## src/rtl/weight_loader_pkg.sv

```systemverilog
// Shared types and defaults for the LeNet-5 weight loader.
// Optional checksum stage is enabled with WEIGHT_LOADER_CHECKSUM_EN.
package weight_loader_pkg;

    typedef enum logic [1:0] {
        IDLE,
        LOAD,
        CHECK,
        DONE
    } state_e;

    localparam logic [2:0] LAYER_CONV1 = 3'd0;
    localparam logic [2:0] LAYER_CONV2 = 3'd1;
    localparam logic [2:0] LAYER_FC1   = 3'd2;
    localparam logic [2:0] LAYER_FC2   = 3'd3;
    localparam logic [2:0] LAYER_FC3   = 3'd4;

    localparam int NUM_LAYERS = 5;

    localparam int DEF_DATA_W   = 256;
    localparam int DEF_ADDR_W   = 11;
    localparam int DEF_L0_WORDS = 5;
    localparam int DEF_L1_WORDS = 75;
    localparam int DEF_L2_WORDS = 1500;
    localparam int DEF_L3_WORDS = 315;
    localparam int DEF_L4_WORDS = 27;

endpackage

```

## src/rtl/weight_loader_addr_gen.sv

```systemverilog
// Layer / word-address counter with per-layer word limit.
// Walks conv1..fc3 in order, wrapping to layer 0 after fc3.
module wl_addr_gen
    import weight_loader_pkg::*;
#(
    parameter int ADDR_W   = DEF_ADDR_W,
    parameter int L0_WORDS = DEF_L0_WORDS,
    parameter int L1_WORDS = DEF_L1_WORDS,
    parameter int L2_WORDS = DEF_L2_WORDS,
    parameter int L3_WORDS = DEF_L3_WORDS,
    parameter int L4_WORDS = DEF_L4_WORDS
) (
    input  logic              clk_i,
    input  logic              rst_i,
    input  logic              clear_i,
    input  logic              step_i,
    output logic [2:0]        layer_o,
    output logic [ADDR_W-1:0] addr_o,
    output logic              layer_last_o,
    output logic              all_last_o
);

    localparam int MAX_WORDS = 2 ** ADDR_W;

    if (L0_WORDS < 1 || L0_WORDS > MAX_WORDS ||
        L1_WORDS < 1 || L1_WORDS > MAX_WORDS ||
        L2_WORDS < 1 || L2_WORDS > MAX_WORDS ||
        L3_WORDS < 1 || L3_WORDS > MAX_WORDS ||
        L4_WORDS < 1 || L4_WORDS > MAX_WORDS) begin : g_bad_cfg
        $error("wl_addr_gen: layer word count outside 1..2**ADDR_W");
    end

    localparam logic [ADDR_W-1:0] LAST0 = ADDR_W'(L0_WORDS - 1);
    localparam logic [ADDR_W-1:0] LAST1 = ADDR_W'(L1_WORDS - 1);
    localparam logic [ADDR_W-1:0] LAST2 = ADDR_W'(L2_WORDS - 1);
    localparam logic [ADDR_W-1:0] LAST3 = ADDR_W'(L3_WORDS - 1);
    localparam logic [ADDR_W-1:0] LAST4 = ADDR_W'(L4_WORDS - 1);

    logic [2:0]        layer_q, layer_d;
    logic [ADDR_W-1:0] addr_q, addr_d;
    logic [ADDR_W-1:0] last_addr;
    logic              layer_last;
    logic              all_last;

    always_comb begin
        last_addr = '0;
        case (layer_q)
            LAYER_CONV1: last_addr = LAST0;
            LAYER_CONV2: last_addr = LAST1;
            LAYER_FC1:   last_addr = LAST2;
            LAYER_FC2:   last_addr = LAST3;
            LAYER_FC3:   last_addr = LAST4;
            default:     last_addr = '0;
        endcase
    end

    assign layer_last = (addr_q == last_addr);
    assign all_last   = layer_last && (layer_q == LAYER_FC3);

    always_comb begin
        layer_d = layer_q;
        addr_d  = addr_q;
        if (clear_i) begin
            layer_d = LAYER_CONV1;
            addr_d  = '0;
        end else if (step_i) begin
            if (layer_last) begin
                addr_d  = '0;
                layer_d = all_last ? LAYER_CONV1 : layer_q + 3'd1;
            end else begin
                addr_d = addr_q + ADDR_W'(1);
            end
        end
    end

    always_ff @(posedge clk_i or posedge rst_i) begin
        if (rst_i) begin
            layer_q <= LAYER_CONV1;
            addr_q  <= '0;
        end else begin
            layer_q <= layer_d;
            addr_q  <= addr_d;
        end
    end

    assign layer_o      = layer_q;
    assign addr_o       = addr_q;
    assign layer_last_o = layer_last;
    assign all_last_o   = all_last;

endmodule

```

## src/rtl/weight_loader.sv

```systemverilog
// Writes bridge words into the five LeNet-5 weight buffers in flash order.
// WEIGHT_LOADER_CHECKSUM_EN adds a trailing XOR check word and csum_err.
module weight_loader
    import weight_loader_pkg::*;
#(
    parameter int DATA_W   = DEF_DATA_W,
    parameter int ADDR_W   = DEF_ADDR_W,
    parameter int L0_WORDS = DEF_L0_WORDS,
    parameter int L1_WORDS = DEF_L1_WORDS,
    parameter int L2_WORDS = DEF_L2_WORDS,
    parameter int L3_WORDS = DEF_L3_WORDS,
    parameter int L4_WORDS = DEF_L4_WORDS
) (
    input  logic              sys_clk,
    input  logic              sys_rst,
    input  logic              load_start,
    input  logic              in_en,
    input  logic [DATA_W-1:0] in_data,
    output logic              busy,
    output logic              wr_en,
    output logic [2:0]        wr_layer,
    output logic [ADDR_W-1:0] wr_addr,
    output logic [DATA_W-1:0] wr_data,
    output logic              layer_done,
    output logic              load_done,
`ifdef WEIGHT_LOADER_CHECKSUM_EN
    output logic              csum_err,
`endif
    output logic              ovf_err
);

    state_e            state_q, state_d;
    logic              en_q;
    logic              take;
    logic              step;
    logic              drop;
    logic [2:0]        layer;
    logic [ADDR_W-1:0] addr;
    logic              layer_last;
    logic              all_last;

    logic              wr_en_q, wr_en_d;
    logic [2:0]        wr_layer_q, wr_layer_d;
    logic [ADDR_W-1:0] wr_addr_q, wr_addr_d;
    logic [DATA_W-1:0] wr_data_q, wr_data_d;
    logic              layer_done_q, layer_done_d;
    logic              load_done_q, load_done_d;
    logic              ovf_q, ovf_d;

    assign take = load_start && (state_q == IDLE);
    assign step = en_q && (state_q == LOAD);
    assign drop = en_q && (state_q != LOAD) && (state_q != CHECK);

    wl_addr_gen #(
        .ADDR_W  (ADDR_W),
        .L0_WORDS(L0_WORDS),
        .L1_WORDS(L1_WORDS),
        .L2_WORDS(L2_WORDS),
        .L3_WORDS(L3_WORDS),
        .L4_WORDS(L4_WORDS)
    ) u_addr_gen (
        .clk_i       (sys_clk),
        .rst_i       (sys_rst),
        .clear_i     (take),
        .step_i      (step),
        .layer_o     (layer),
        .addr_o      (addr),
        .layer_last_o(layer_last),
        .all_last_o  (all_last)
    );

    always_ff @(posedge sys_clk or posedge sys_rst) begin
        if (sys_rst) begin
            state_q <= IDLE;
        end else begin
            state_q <= state_d;
        end
    end

    always_comb begin
        state_d = state_q;
        unique case (state_q)
            IDLE:  if (load_start) state_d = LOAD;
`ifdef WEIGHT_LOADER_CHECKSUM_EN
            LOAD:  if (step && all_last) state_d = CHECK;
            CHECK: if (en_q) state_d = DONE;
`else
            LOAD:  if (step && all_last) state_d = DONE;
            CHECK: state_d = IDLE;
`endif
            DONE:  state_d = IDLE;
        endcase
    end

    // The start clear outranks any error or done flag raised the same cycle.
    always_comb begin
        busy         = (state_q == LOAD) || (state_q == CHECK);
        wr_en_d      = step;
        wr_layer_d   = step ? layer : wr_layer_q;
        wr_addr_d    = step ? addr : wr_addr_q;
        wr_data_d    = step ? in_data : wr_data_q;
        layer_done_d = step && layer_last;
        load_done_d  = load_done_q;
        ovf_d        = ovf_q;
        if (take) begin
            load_done_d = 1'b0;
            ovf_d       = 1'b0;
        end else begin
            if (state_q == DONE) load_done_d = 1'b1;
            if (drop) ovf_d = 1'b1;
        end
    end

    always_ff @(posedge sys_clk or posedge sys_rst) begin
        if (sys_rst) begin
            en_q         <= 1'b0;
            wr_en_q      <= 1'b0;
            wr_layer_q   <= '0;
            wr_addr_q    <= '0;
            wr_data_q    <= '0;
            layer_done_q <= 1'b0;
            load_done_q  <= 1'b0;
            ovf_q        <= 1'b0;
        end else begin
            en_q         <= in_en;
            wr_en_q      <= wr_en_d;
            wr_layer_q   <= wr_layer_d;
            wr_addr_q    <= wr_addr_d;
            wr_data_q    <= wr_data_d;
            layer_done_q <= layer_done_d;
            load_done_q  <= load_done_d;
            ovf_q        <= ovf_d;
        end
    end

`ifdef WEIGHT_LOADER_CHECKSUM_EN
    logic [DATA_W-1:0] csum_q, csum_d;
    logic              csum_err_q, csum_err_d;

    always_comb begin
        csum_d     = csum_q;
        csum_err_d = csum_err_q;
        if (take) begin
            csum_d     = '0;
            csum_err_d = 1'b0;
        end else begin
            if (step) csum_d = csum_q ^ in_data;
            if (en_q && (state_q == CHECK) && (in_data != csum_q))
                csum_err_d = 1'b1;
        end
    end

    always_ff @(posedge sys_clk or posedge sys_rst) begin
        if (sys_rst) begin
            csum_q     <= '0;
            csum_err_q <= 1'b0;
        end else begin
            csum_q     <= csum_d;
            csum_err_q <= csum_err_d;
        end
    end

    assign csum_err = csum_err_q;
`endif

    assign wr_en      = wr_en_q;
    assign wr_layer   = wr_layer_q;
    assign wr_addr    = wr_addr_q;
    assign wr_data    = wr_data_q;
    assign layer_done = layer_done_q;
    assign load_done  = load_done_q;
    assign ovf_err    = ovf_q;

endmodule

```

## config.mk

```make
export PLATFORM = sky130hd
export DESIGN_NAME = weight_loader
export DESIGN_NICKNAME = d
export VERILOG_FILES = /design/src/rtl/weight_loader_pkg.sv /design/src/rtl/weight_loader_addr_gen.sv /design/src/rtl/weight_loader.sv
export SDC_FILE = /design/constraint.sdc
export NUM_CORES = 1
export LEC_CHECK = 0
export CAP_MARGIN = 20
export CORE_AREA = 3 3 205 207
export DETAILED_ROUTE_END_ITERATION = 8
export DIE_AREA = 0 0 208 210
export GPL_TIMING_DRIVEN = 0
export MAX_ROUTING_LAYER = met4
export PLACE_DENSITY_LB_ADDON = 0.25
export SYNTH_ARGS = -nofsm -noshare
export SYNTH_HDL_FRONTEND = slang
export SYNTH_HIERARCHICAL = 1
export SYNTH_SLANG_ARGS = --single-unit
```

## constraint.sdc

```tcl
create_clock -name sys_clk -period 12 [get_ports sys_clk]
set_input_delay 3 -clock sys_clk [delete_from_list [all_inputs] [get_ports sys_clk]]
set_output_delay 3 -clock sys_clk [all_outputs]
set_load 0.02 [all_outputs]
```

==> run metrics <==
Final ANT Viol Nets 0; Layout Nets 1551; setup TNS 0 ns; Synth area leader dfrtp_1; syn nets 978; first-pass GRT wire length 53000 µm; count of final setup violators 0; vias per inst 4.34; Inserted Clock Buffers 35; IO buf count 534; fin crit share 0.409; clock-pin slew on the worst setup and hold paths 0.06 ns; hold_buf cts 0; Synth top area share 0.638; Routed WL 35200 µm; I/O pin count 535; status finished clean; gr usage total 0.162; hpwl dp 27200 µm; first-pass detailed-route iteration total 4; Pleak 7.76 nW; Slew @ Worst Pin 0.714 ns; Setup Buffers After CTS 0; Core ar. 40600 µm²; DR vias 7953; die area 43700 µm²; GRT overflow 0; clock skew 0.0113 ns; row count 74; fmax 204 MHz; Die H 210 µm; initial antenna violation count 2; CP delay by family, top buffers and inverters; CP Class flop to output pin; FF-to-FF setup slack 9.14 ns; DRC viols 0; delay of the slowest cell on the worst path 0.61 ns; Buf+Inv Stages, Crit Path 2; Synth Instances 706; Placer Congestion 0.784; Crit. End Element output pin; Yosys Warn Count 6; Mean Syn Cell Area 16.2 µm²; count of cell types in the netlist 37; worst skew pair latency 0.52 ns; #FFs+latches synth 291; Max Cap Violations 0; VDD IR max 162 µV; Required @ worst endpoint 9.00 ns; htree depth 2; TritonCTS clock tree built; pin count of the biggest net entering global routing 123; Setup crit start kind flop; Crit Path Max Fanout 4; share of cells above drive strength 1 0.131; Worst slew margin 0.524; Primary FF master, synth dfrtp_1; initial core utilization 0.282; DR iter-0 viols 220; RSZ-0062 raised after global routing no; Die X 208 µm; final slew viol count 0; Async SR Flop Fraction 1.00; number of synthesized flops with an enable pin 0; final critical-path required period 4.91 ns; root buffer cell clkbuf_16; Critical Path AT 1.91 ns; final hold vios 0; Hold WC Path Type flop to flop; vias in the first global route 8673; top cells by area, synth dfrtp_1, mux2_1, mux2_2; P per Cell Area 281 nW/µm²; Seq/Total Area, Yosys 0.638; WL/cell 19.2 µm; Clock Path Buffers 3; worst path cell trace inv_1, ha_1, clkdlybuf4s50_1; Slowest-stage cell, CP clkdlybuf4s50_1; Synth-to-Final Area Change 63.1%; post-cts gate resize count 0; clock sink count 291; Post-Synthesis Cell Area 11400 µm²; fin util 0.459
final cells by class:
type                            count  area [µm²]
Multi-Input combinational cell    370        3780
Sequential cell                   291        7280
Fill cell                        3702       21900
Antenna cell                        2        5.00
Clock inverter                      7         116
Timing Repair Buffer              536        5400
Clock buffer                       50        1000
Inverter                           11        48.8
Tap cell                          532         666
Buffer                             34         312
synthesized netlist by cell type, drive strengths merged, types with 4 or more instances:
master and number:
buf 32, dfrtp 291, ha 12, inv 11
mux2 273, nand2 5, nand2b 5, nand4 4
nor2 11, nor2b 4, nor3 14, xor2 8
report_power, final:
group	internal, mW	switching [mW]	leakage (nW)
registers	1.45	0.241	3.45
clock network	0.644	0.403	0.544
logic	1.28	1.21	3.77
total	3.38	1.85	7.76
cell families after synthesis:
group                    count (synthesis)  share of synthesized area
flip-flops                             291                      0.638
multiplexers                           276                      0.272
AND/OR/NAND/NOR                         57                     0.0284
buffers and inverters                   45                     0.0309
AO/OA/AOI/OAI                           14                    0.00920
adder cells (fa/ha/maj)                 12                     0.0131
XOR/XNOR                                11                    0.00844
path summary, 6_finish.rpt:
kind | from | to | depth (start not counted)
setup / recovery | state_q[0]$_DFFE_PP0P_ | busy | 3
max in group asynchronous | sys_rst | wr_data[67]$_DFFE_PP0N_ | 3
hold / removal | wr_addr[2]$_DFFE_PP0N_ | wr_addr[2]$_DFFE_PP0N_ | 1
min in group asynchronous | sys_rst | wr_addr[5]$_DFFE_PP0N_ | 2
setup reg to reg | u_addr_gen/layer_o[0]$_DFFE_PP0P_ | state_q[1]$_DFFE_PP0P_ | 10
hold reg to reg | wr_addr[2]$_DFFE_PP0N_ | wr_addr[2]$_DFFE_PP0N_ | 1
cells in the final DEF, fill, tap and decap left out, types with 3 or more instances in the layout:
master,instances
nor2b_1,4
nand4_1,4
xnor2_1,3
buf_2,9
nor3_1,14
mux2_1,189
mux2_2,83
mux2i_1,3
nand2b_1,5
clkbuf_8,3
bufinv_16,3
o21ai_0,3
nand3_1,3
inv_1,10
ha_1,12
nor2_1,11
a21oi_1,3
buf_6,23
dfrtp_1,291
nand2_1,4
and2_1,3
xor2_1,8
clkdlybuf4s50_1,534
clkbuf_1,12
clkbuf_16,37
per-stage QoR:
| step | total power, mW | hold slack [ns] | cell area (µm²) | instances | worst slack [ns] |
|---|---|---|---|---|---|
| 2_1_floorplan | 2.93 | 0.452 | 11400 | 706 | 1.36 |
| 3_3_place_gp | 4.20 | 0.472 | 17400 | 1772 | -2.67 |
| 3_5_place_dp | 4.24 | 0.480 | 17500 | 1774 | 7.14 |
| 4_1_cts | 5.32 | 0.492 | 18600 | 1831 | 7.04 |
| 5_1_grt | 5.50 | 0.496 | 18600 | 1833 | 7.00 |
| 6_report | 5.23 | 0.486 | 18600 | 1833 | 7.09 |
sequential cells by signal, summed over array words and instances, names as in the netlist:
| name | count |
|---|---|
| wr_addr | 11 |
| wr_data | 256 |
| wr_layer | 3 |
| u_addr_gen/layer_o | 3 |
| en_q | 1 |
| layer_done | 1 |
| ovf_err | 1 |
| u_addr_gen/addr_o | 11 |
| state_q | 2 |
| load_done | 1 |
| wr_en | 1 |
per-layer routing:
layer / part of all wire / wire [µm] / vias to the layer above / GRT usage
li1: - / - / 3633 / -
met1: 0.38 / 13500 / 3927 / 0.176
met2: 0.50 / 17700 / 332 / 0.273
met3: 0.088 / 3090 / 61 / 0.0597
met4: 0.026 / 907 / 0 / 0.0560
met5: 0 / 0 / - / -
worst register-to-register path, stage by stage (launching register included):
cell	delay [ns]
dfrtp_1	0.43
inv_1	0.12
ha_1	0.22
nor2b_1	0.33
mux2i_1	0.26
o2111ai_2	0.22
nor3_1	0.31
and2_1	0.19
nand2_1	0.06
a21oi_1	0.25
mux2_2	0.36
Power figures use the tool's default switching activity.
